`config.mk`:
```
export PLATFORM = sky130hd
export DESIGN_NAME = demux_1_to_2_stream_flat
export DESIGN_NICKNAME = d
export VERILOG_FILES = /design/src/rtl/demux_1_to_2_stream_if.sv /design/src/rtl/demux_1_to_2_stream.sv /design/src/flat_wrapper.sv
export SDC_FILE = /design/constraint.sdc
export NUM_CORES = 1
export LEC_CHECK = 0
export BUFFER_PORTS_ARGS = -buffer_cell sky130_fd_sc_hd__clkbuf_2
export CAP_MARGIN = 20
export CORE_AREA = 10 10 59 61
export CTS_CLUSTER_DIAMETER = 100
export DETAILED_ROUTE_END_ITERATION = 12
export DIE_AREA = 0 0 69 71
export PLACE_DENSITY = 0.69
export SLEW_MARGIN = 20
export SYNTH_ARGS = -nofsm -noshare
export SYNTH_HDL_FRONTEND = slang
export SYNTH_SLANG_ARGS = --single-unit
```
`constraint.sdc`:
```
create_clock -name clk -period 1.6 [get_ports clk]
set_clock_uncertainty 0.05 [all_clocks]
set_input_delay 0.16 -clock clk [delete_from_list [all_inputs] [get_ports clk]]
set_output_delay 0.16 -clock clk [all_outputs]
set_load 0.005 [all_outputs]
```
`src/rtl/demux_1_to_2_stream_if.sv`:
```
// rtl/demux_1_to_2_stream_if.sv - stream bundle for the 1-to-2 packet demultiplexer
interface demux_1_to_2_stream_if #(
  parameter int WIDTH = 8
);
  logic [WIDTH-1:0] in_data;
  logic             in_valid;
  logic             in_last;
  logic             in_ready;
  logic             sel;
  logic [WIDTH-1:0] a_data;
  logic             a_valid;
  logic             a_last;
  logic             a_ready;
  logic [WIDTH-1:0] b_data;
  logic             b_valid;
  logic             b_last;
  logic             b_ready;
  logic             busy;

  // Upstream source plus both downstream sinks
  modport master (
    output in_data, in_valid, in_last, sel, a_ready, b_ready,
    input  in_ready, a_data, a_valid, a_last, b_data, b_valid, b_last, busy
  );

  // The demultiplexer itself
  modport slave (
    input  in_data, in_valid, in_last, sel, a_ready, b_ready,
    output in_ready, a_data, a_valid, a_last, b_data, b_valid, b_last, busy
  );
endinterface

```
`src/rtl/demux_1_to_2_stream.sv`:
```
// rtl/demux_1_to_2_stream.sv - packet-aware 1-to-2 stream demux; optional DEMUX_PKT_COUNT_EN adds per-output packet counters
module demux_1_to_2_stream #(
  parameter int WIDTH = 8
) (
  input  logic                  clk,
  input  logic                  rst_n,
  demux_1_to_2_stream_if.slave  bus
`ifdef DEMUX_PKT_COUNT_EN
  ,
  output logic [15:0]           pkt_cnt_a,
  output logic [15:0]           pkt_cnt_b
`endif
);

  typedef enum logic [1:0] {
    IDLE    = 2'd0,
    ROUTE_A = 2'd1,
    ROUTE_B = 2'd2
  } state_t;

  state_t           state_q;
  state_t           state_d;

  logic [WIDTH-1:0] a_data_q;
  logic             a_valid_q;
  logic             a_last_q;
  logic [WIDTH-1:0] b_data_q;
  logic             b_valid_q;
  logic             b_last_q;

  logic             a_free;
  logic             b_free;
  logic             route_b;
  logic             in_ready;
  logic             accept;

  // A register can take a new beat when empty or when its beat leaves this cycle
  assign a_free = !a_valid_q || bus.a_ready;
  assign b_free = !b_valid_q || bus.b_ready;
  assign accept = bus.in_valid && in_ready;

  // State register; reset drops any open packet
  always_ff @(posedge clk or negedge rst_n) begin
    if (!rst_n) begin
      state_q <= IDLE;
    end else begin
      state_q <= state_d;
    end
  end

  // Next state: open a packet on a non-last first beat, close it on the last beat
  always_comb begin
    state_d = state_q;
    if (accept) begin
      case (state_q)
        IDLE: begin
          if (!bus.in_last) begin
            state_d = bus.sel ? ROUTE_B : ROUTE_A;
          end
        end
        ROUTE_A, ROUTE_B: begin
          if (bus.in_last) begin
            state_d = IDLE;
          end
        end
        default: state_d = IDLE;
      endcase
    end
  end

  // Routing decision and handshake: sel only matters in IDLE, afterwards the state is locked
  always_comb begin
    route_b  = 1'b0;
    in_ready = 1'b0;
    case (state_q)
      IDLE:    route_b = bus.sel;
      ROUTE_B: route_b = 1'b1;
      default: route_b = 1'b0;
    endcase
    in_ready = route_b ? b_free : a_free;
  end

  // Output register A: load on routed accept, otherwise clear valid once taken
  always_ff @(posedge clk or negedge rst_n) begin
    if (!rst_n) begin
      a_data_q  <= '0;
      a_valid_q <= 1'b0;
      a_last_q  <= 1'b0;
    end else if (accept && !route_b) begin
      a_data_q  <= bus.in_data;
      a_valid_q <= 1'b1;
      a_last_q  <= bus.in_last;
    end else if (bus.a_ready) begin
      a_valid_q <= 1'b0;
    end
  end

  // Output register B: load on routed accept, otherwise clear valid once taken
  always_ff @(posedge clk or negedge rst_n) begin
    if (!rst_n) begin
      b_data_q  <= '0;
      b_valid_q <= 1'b0;
      b_last_q  <= 1'b0;
    end else if (accept && route_b) begin
      b_data_q  <= bus.in_data;
      b_valid_q <= 1'b1;
      b_last_q  <= bus.in_last;
    end else if (bus.b_ready) begin
      b_valid_q <= 1'b0;
    end
  end

`ifdef DEMUX_PKT_COUNT_EN
  // Count packets leaving each output on their last beat, saturating at all-ones
  always_ff @(posedge clk or negedge rst_n) begin
    if (!rst_n) begin
      pkt_cnt_a <= 16'd0;
      pkt_cnt_b <= 16'd0;
    end else begin
      if (a_valid_q && bus.a_ready && a_last_q && (pkt_cnt_a != 16'hFFFF)) begin
        pkt_cnt_a <= pkt_cnt_a + 16'd1;
      end
      if (b_valid_q && bus.b_ready && b_last_q && (pkt_cnt_b != 16'hFFFF)) begin
        pkt_cnt_b <= pkt_cnt_b + 16'd1;
      end
    end
  end
`endif

  assign bus.in_ready = in_ready;
  assign bus.busy     = (state_q != IDLE);
  assign bus.a_data   = a_data_q;
  assign bus.a_valid  = a_valid_q;
  assign bus.a_last   = a_last_q;
  assign bus.b_data   = b_data_q;
  assign bus.b_valid  = b_valid_q;
  assign bus.b_last   = b_last_q;

endmodule

```
`src/flat_wrapper.sv`:
```
// flat-port wrapper written by rule: the top's interface ports become plain ports
module demux_1_to_2_stream_flat 
#(
  parameter int WIDTH = 8
)
  (clk, rst_n, bus_in_data, bus_in_valid, bus_in_last, bus_sel, bus_a_ready, bus_b_ready, bus_in_ready, bus_a_data, bus_a_valid, bus_a_last, bus_b_data, bus_b_valid, bus_b_last, bus_busy);
  demux_1_to_2_stream_if #(.WIDTH(WIDTH)) bus_i ();
  input  logic clk;
  input  logic rst_n;
  input wire logic [$bits(bus_i.in_data)-1:0] bus_in_data;
  input wire logic [$bits(bus_i.in_valid)-1:0] bus_in_valid;
  input wire logic [$bits(bus_i.in_last)-1:0] bus_in_last;
  input wire logic [$bits(bus_i.sel)-1:0] bus_sel;
  input wire logic [$bits(bus_i.a_ready)-1:0] bus_a_ready;
  input wire logic [$bits(bus_i.b_ready)-1:0] bus_b_ready;
  output wire logic [$bits(bus_i.in_ready)-1:0] bus_in_ready;
  output wire logic [$bits(bus_i.a_data)-1:0] bus_a_data;
  output wire logic [$bits(bus_i.a_valid)-1:0] bus_a_valid;
  output wire logic [$bits(bus_i.a_last)-1:0] bus_a_last;
  output wire logic [$bits(bus_i.b_data)-1:0] bus_b_data;
  output wire logic [$bits(bus_i.b_valid)-1:0] bus_b_valid;
  output wire logic [$bits(bus_i.b_last)-1:0] bus_b_last;
  output wire logic [$bits(bus_i.busy)-1:0] bus_busy;
  assign bus_i.in_data = bus_in_data;
  assign bus_i.in_valid = bus_in_valid;
  assign bus_i.in_last = bus_in_last;
  assign bus_i.sel = bus_sel;
  assign bus_i.a_ready = bus_a_ready;
  assign bus_i.b_ready = bus_b_ready;
  assign bus_in_ready = bus_i.in_ready;
  assign bus_a_data = bus_i.a_data;
  assign bus_a_valid = bus_i.a_valid;
  assign bus_a_last = bus_i.a_last;
  assign bus_b_data = bus_i.b_data;
  assign bus_b_valid = bus_i.b_valid;
  assign bus_b_last = bus_i.b_last;
  assign bus_busy = bus_i.busy;
  demux_1_to_2_stream #(.WIDTH(WIDTH)) u_core (.clk(clk), .rst_n(rst_n), .bus(bus_i));
endmodule
```
==> results of run 1 <==
==> stage by stage <==
step | utilization | power (mW) | hold WS, ns | TNS [ns]
6_report | 0.541 | 2.57 | 0.0210 | -0.268
5_1_grt | 0.541 | 2.76 | 0.0161 | -0.767
3_5_place_dp | 0.479 | 1.99 | 0.112 | -0.523
2_1_floorplan | - | 1.50 | -0.186 | 0
4_1_cts | 0.518 | 2.48 | 0.00789 | -0.257
3_3_place_gp | 0.479 | 1.94 | 0.107 | 0
==> Yosys cell counts <==
| cell | count | share of area |
|---|---|---|
| mux2_4 | 1 | 0.016 |
| inv_1 | 3 | 0.012 |
| buf_4 | 1 | 0.0082 |
| or2b_1 | 1 | 0.0082 |
| nand3_2 | 1 | 0.011 |
| ha_1 | 2 | 0.027 |
| dfrtp_1 | 22 | 0.60 |
| nand2_1 | 3 | 0.012 |
| mux2_1 | 3 | 0.037 |
| and3_4 | 1 | 0.012 |
| nand2b_1 | 2 | 0.014 |
| nand3b_1 | 1 | 0.0082 |
| mux2_2 | 15 | 0.19 |
| mux2i_1 | 3 | 0.033 |
| a21oi_2 | 1 | 0.0096 |
==> routing by layer <==
metal	global-route usage	part of all wire	vias to the layer above
li1	-	-	295
met1	0.0845	0.42	302
met2	0.143	0.53	20
met3	0.0223	0.049	2
met4	0.0336	0.0024	0
met5	0	0	-
==> cells in the final DEF (no fill, tap or decap), types with 2 or more instances in the layout <==
cell	count
buf_4	4
buf_6	2
clkbuf_2	36
clkbuf_4	3
dfrtp_1	22
inv_2	2
mux2_1	3
mux2_2	9
mux2_4	7
mux2i_1	2
nand2_1	3
nand2b_1	2
==> power by group <==
part	switching, mW	leakage (nW)	internal (mW)
clock network	0.161	0.0279	0.253
registers	0.139	0.262	0.832
logic	0.479	0.370	0.708
==> what timing repair did <==
item / 4_1_cts / 5_1_grt
pin swaps: 1 / 1
hold buffers: 1 / 0
resized for setup: 5 / 11
endpoints found under the setup margin: 21 / 21
buffers inserted: 1 / 2
hold endpoints to repair: 22 / 0
==> logic make-up (layout without fill, tap and decap cells) <==
group                      count (synthesis)  count (layout)  share of synthesized area
AOI/OAI and AO/OA                          1               1                    0.00962
adders and majority gates                  2               2                     0.0275
buffers and inverters                      4              50                     0.0206
DFF                                       22              22                      0.604
muxes                                     22              22                      0.272
and+or+nand+nor                            9               9                     0.0659
==> worst max-delay path: cells and delay by family (launching register included) <==
kind | cells | cell delay (ns)
adder cells (fa/ha/maj) | 1 | 0.16
buffers and inverters | 2 | 0.17
AO/OA/AOI/OAI | 1 | 0.16
flip-flops | 1 | 0.38
multiplexers | 1 | 0.32
==> flip-flops by register name, indices dropped and copies added (netlist names) <==
name                flops
u_core.bus.a_data       8
u_core.bus.b_last       1
u_core.state_q          2
u_core.bus.a_last       1
u_core.bus.a_valid      1
u_core.bus.b_valid      1
u_core.bus.b_data       8
==> worst max-delay path by stage <==
stage | from | to | slack (ns) | cells after the start
detailed placement | u_core.state_q[0]$_DFFE_PN0P_ | u_core.bus.b_data[2]$_DFFE_PN0P_ | -0.05 | 6
CTS | u_core.state_q[0]$_DFFE_PN0P_ | bus_in_ready | -0.13 | 5
finish | u_core.state_q[1]$_DFFE_PN0P_ | bus_in_ready | -0.10 | 5
global placement | u_core.state_q[1]$_DFFE_PN0P_ | u_core.bus.a_data[2]$_DFFE_PN0P_ | 0.004 | 5
floorplan | u_core.state_q[0]$_DFFE_PN0P_ | u_core.bus.b_data[2]$_DFFE_PN0P_ | 0.02 | 6
global route | u_core.state_q[1]$_DFFE_PN0P_ | bus_in_ready | -0.19 | 5
==> area by class of cell <==
type | count | area [sq um]
clock buffer | 3 | 22.5
clock inverter | 1 | 30.0
fill | 217 | 1090
inverter | 3 | 11.3
multi-input combinational | 34 | 398
sequential | 22 | 551
tap | 30 | 37.5
timing repair buffer | 43 | 243
==> results summary, run 1 <==
The final period demand of the worst path came out at 1.70 ns. The worst hold path begins at bus_in_data[6]. The die covers 0.00490 sq mm. After synthesis, the mean cell area works out to 15.2 sq um. The depth of the CTS H-tree came out at 1. Setup repair after global routing could not meet its margin everywhere. The number of antenna violations at the first check in global routing came out at 0. The total overflow left after global routing is 0.

Data on the critical path arrives at its endpoint at 1.49 ns. The relative slew slack is 0.655. The number of clock sinks came out at 22. The TritonCTS clock tree is yes. The via count of the first global-routing pass came out at 708. The maximum ir drop on the vdd rail is 1.17 mV. The longest individual stage delay on the worst path came out at 0.38 ns. The worst setup path is captured at an output pin. The number of endpoints with negative hold slack in the final report came to 0. The clock buffer count from CTS is 3. The summed instance area of the synthesized netlist came out at 911 sq um. The initial core utilization came out at 0.382.

Setup slack on the critical path of the routed design comes to -0.104 ns. The number of placement rows is 18. The share of final-layout standard cells stronger than drive strength 1 came out at 0.660.

Dividing the final minimum period by the clock period gives 1.06. The global-route wire length before repair is 3.26 mm. 37 I/O pins were placed.

Counting tap cells, the placed design contains a total of 128 instances. Clock-pin slew was measured on the worst setup and hold paths at 0.12 ns. The total of max-cap violations came out at 0.

The cell at the root of the clock tree is clkbuf_4. The endpoint identified for the worst register-to-register timing path is u_core.state_q[1]$_DFFE_PN0P_. The start of the worst register-to-register path is u_core.state_q[1]$_DFFE_PN0P_. For this block, the initial DRC count from the detailed router was 8. The number of standard cells in the layout, taps in and fillers out came out at 136. The sum of net half-perimeters after detailed placement is 1.64 mm.

Once layout is done, the placed cells without fillers occupy 0.00129 sq mm. The largest net degree at the start of global routing is 23. In this run the cell area measured after placement is 0.00114 sq mm. The all-layer global routing usage is 0.0794. The placeable core region came out at 0.00239 sq mm. The max-slew violation total from the final report is 0. The count of buffers from port buffering came out at 36. The maximum fanout along the worst path came out at 3. Among all stages on the critical path, the largest delay is contributed by dfrtp_1. The worst slack after detailed placement is -0.0465 ns. Across all layers, the routed design uses 619 vias. Traced cell by cell, the critical path runs through inv_2 > ha_4 > a21oi_4 > mux2_4 > clkbuf_2. The total setup violations reported at the end of the flow is 3. The count of nets left with antenna violations after detail routing came out at 0. The worst reg-to-reg setup slack is -0.10 ns. The detailed-route wire length is 2.08 mm. The timing-limited maximum frequency came out at 587 MHz. The capture endpoint of the worst hold path is u_core.bus.b_data[6]$_DFFE_PN0P_. The number of search-and-repair iterations in the first detailed-routing pass is 3. The number of register bits inferred by synthesis is 22.

The data required time of the critical path is 1.39 ns. After the last flow step, the layout net total stands at 124. The static leakage came out at 0.660 nW. The critical path in this run is classified as reg2out. The worst setup path is launched from a flop. The path depth of the worst reg2reg path is 7.

The count of synthesis-stage warnings from yosys came out at 0. The cell count of the worst hold path is 2. The number of remaining DRC errors came out at 0.

The flow ran to the end, but the final reports show violations. The worst-case clock buffer depth came out at 2. The count of mapped cells out of synthesis came out at 60. The area added between synthesis and finish came out at 41.9%. The width of the die is 69 microns.

From bottom edge to top edge, the die measures 71 microns. The slew at the pin closest to its max-slew limit is 0.517 ns. Synthesis produced a netlist with a net count of 77. The unique cell type count in the Yosys netlist came out at 15.

The diode insertion count for antenna repair is 0. The average via count per standard cell came out at 4.55. The final reports fail on negative setup slack. The min-delay analysis places its worst path in the category in2reg.

The post-synthesis sequential area ratio came out at 0.604. The congestion estimate from routability-driven global placement came to 0.679. The wire length per cell after detailed routing came out at 15.3 microns.

The latest clock arrival within the worst-skew pair came out at 0.30 ns. The power per unit of standard cell area is 1990 mW/mm^2.
Note: power is estimated with default switching activity, not from simulation.
==> inputs of run 2 (changes only) <==
--- a/config.mk
+++ b/config.mk
@@ -11,7 +11,9 @@
 export CTS_CLUSTER_DIAMETER = 100
 export DETAILED_ROUTE_END_ITERATION = 12
 export DIE_AREA = 0 0 69 71
+export MAX_ROUTING_LAYER = met4
 export PLACE_DENSITY = 0.69
+export SETUP_SLACK_MARGIN = 0.3
 export SLEW_MARGIN = 20
 export SYNTH_ARGS = -nofsm -noshare
 export SYNTH_HDL_FRONTEND = slang
==> results summary, run 2 (synthesized netlist as in run 1, its figures left out) <==
The wire length per cell after detailed routing is 15.2 microns. The maximum ir drop on the vdd rail is 1.12 mV. The worst setup path is captured at an output pin. The worst reg-to-reg setup slack came out at -0.05 ns. In this run the power density over the cells is 1980 mW/mm^2. In this run the clock root is driven by a clkbuf_4. Headroom to the max-slew limit came out at 0.651.

The cell area reported after detailed placement came out at 0.00116 sq mm. The routed design could run at a clock period as short as 1.69 ns. Once placement completed, the tool counted placed cells totaling 127. The number of antenna violations at the first check in global routing is 0.

Leaving out fill and tap cells, the most frequent cell in the layout is clkbuf_2. The number of endpoints with negative hold slack in the final report was 0. The sum of net half-perimeters after detailed placement came out at 1.57 mm. After the first detailed-routing iteration, the DRC count stood at 7. The checks that failed: negative setup slack. Data on the critical path is required at its endpoint by 1.39 ns.

The analysis attributes to cell leakage a power of 0.697 nW. The critical path in this run is classified as reg2out. For this run, the number of standard cells in the final layout without fillers is 140.

The final cell utilization of the core is 0.567. The clock buffer count from CTS came out at 3. The maximum fanout along the worst path is 2. Leaving out fill and tap cells, the most frequent cells in the layout are clkbuf_2, dfrtp_1, mux2_4. The detailed-route wire length is 2.13 mm.

The tightest min-delay check is of the in2reg type. The timing-limited maximum frequency came out at 592 MHz. The area growth from synthesis to layout is 48.6%. The via count of the routed design is 661. The depth of the CTS H-tree is 1. The ratio of final minimum period to clock period came out at 1.06. The global-route wire length before repair is 3.48 mm. The post-route worst setup slack came out at -0.0900 ns.

The placeable core region is 0.00239 sq mm. The arrival time at the worst endpoint is 1.48 ns. In the routed layout, each cell is associated on average with a via count of 4.72. The number of clock sinks came out at 22.

The first TritonRoute pass finished after 2 iterations. The initial core utilization came out at 0.382. TritonCTS built the clock tree.

Global routing finished with a remaining overflow of 0. The worst setup path is launched from a flop. Setup repair after global routing could not meet its margin everywhere. The floorplan step defined a die boundary enclosing 0.00490 sq mm. After filler insertion, the fill cell instance count of the layout stands at 213.

The count of nets left with antenna violations after detail routing came out at 0. With fillers left out, the area of the finished cells amounts to 0.00135 sq mm. The overall power consumption is 2.68 mW. The number of placement rows came out at 18.

The boundary pin count came out at 37. The worst-case clock buffer depth came out at 2. The via count of the first global-routing pass is 722.

The count of buffers from port buffering came out at 36. Routability-driven placement finished with a final weighted congestion of 0.690. The all-layer global routing usage came out at 0.0876. The repair_antennas step left the layout with diodes totalling 0.

The number of remaining DRC errors came out at 0. The total setup violations reported at the end of the flow is 10. The slew at the pin closest to its max-slew limit came out at 0.524 ns. The width of the die is 69 microns.

Final hold analysis gives a worst-case slack of 0.0406 ns. The clock transition at the registers of the reported paths is 0.12 ns. The latest clock arrival within the worst-skew pair came out at 0.30 ns. The largest net degree at the start of global routing came out at 23. The run finished, with violations left. The die height came out at 71 microns.

The share of final-layout standard cells stronger than drive strength 1 came out at 0.709. Max-cap violations in this run came to 0. The max-slew violation total from the final report is 0. The net count of the finished layout is 128.
==> run 2: final timing paths <==
kind	start	to	depth (start not counted)
worst min-delay path	bus_in_data[6]	u_core.bus.b_data[6]$_DFFE_PN0P_	2
worst max register to register	u_core.state_q[0]$_DFFE_PN0P_	u_core.bus.b_last$_DFFE_PN0P_	7
max in group asynchronous	rst_n	u_core.bus.b_last$_DFFE_PN0P_	2
min in group asynchronous	rst_n	u_core.bus.b_data[0]$_DFFE_PN0P_	2
worst max-delay path	u_core.state_q[1]$_DFFE_PN0P_	bus_in_ready	5
worst min register to register	u_core.bus.a_data[6]$_DFFE_PN0P_	u_core.bus.a_data[6]$_DFFE_PN0P_	1
==> run 2: power breakdown <==
part | leakage, nW | switching (mW) | total [mW] | internal (mW)
combinational | 0.414 | 0.533 | 1.41 | 0.874
clock | 0.0210 | 0.161 | 0.300 | 0.139
sequential | 0.262 | 0.142 | 0.975 | 0.832
==> run 2: per-layer routing <==
metal,vias to the layer above,global-route usage,part of all wire
met2,22,0.155,0.50
met5,-,-,0
li1,311,-,-
met3,2,0.0223,0.049
met4,0,0.0268,0.0080
met1,326,0.0934,0.44
==> run 2: timing repair <==
| action | in CTS | in global routing |
|---|---|---|
| buffers inserted | 6 | 1 |
| endpoints found under the hold margin | 22 | 0 |
| hold buffers | 1 | 0 |
| cloned | 1 | 0 |
| setup endpoints to repair | 23 | 24 |
| gates resized for setup | 9 | 14 |
| pin swaps | 3 | 2 |
==> run 2: worst max-delay path, cell delays in order, from the launching register on <==
cell and delay (ns):
dfrtp_1 0.38, inv_2 0.06, ha_4 0.16, a21oi_4 0.15, mux2_4 0.32, clkbuf_2 0.11
==> run 2: final cells by class <==
| cell class | count | area, sq um | area share |
|---|---|---|---|
| flip-flops and latches | 22 | 551 | 0.407 |
| multi-input cells | 35 | 429 | 0.317 |
| repair buffers | 46 | 287 | 0.212 |
| well taps | 30 | 37.5 | 0.0277 |
| clock buffers | 4 | 36.3 | 0.0268 |
| inverters | 3 | 13.8 | 0.0102 |
==> run 2: stage by stage <==
stage / TNS (ns) / setup WS (ns)
global placement: 0 / 0.0840
CTS: -0.490 / -0.0994
global route: -1.24 / -0.170
detailed placement: 0 / 0.0503
floorplan: 0 / 0.130
finish: -0.507 / -0.0900
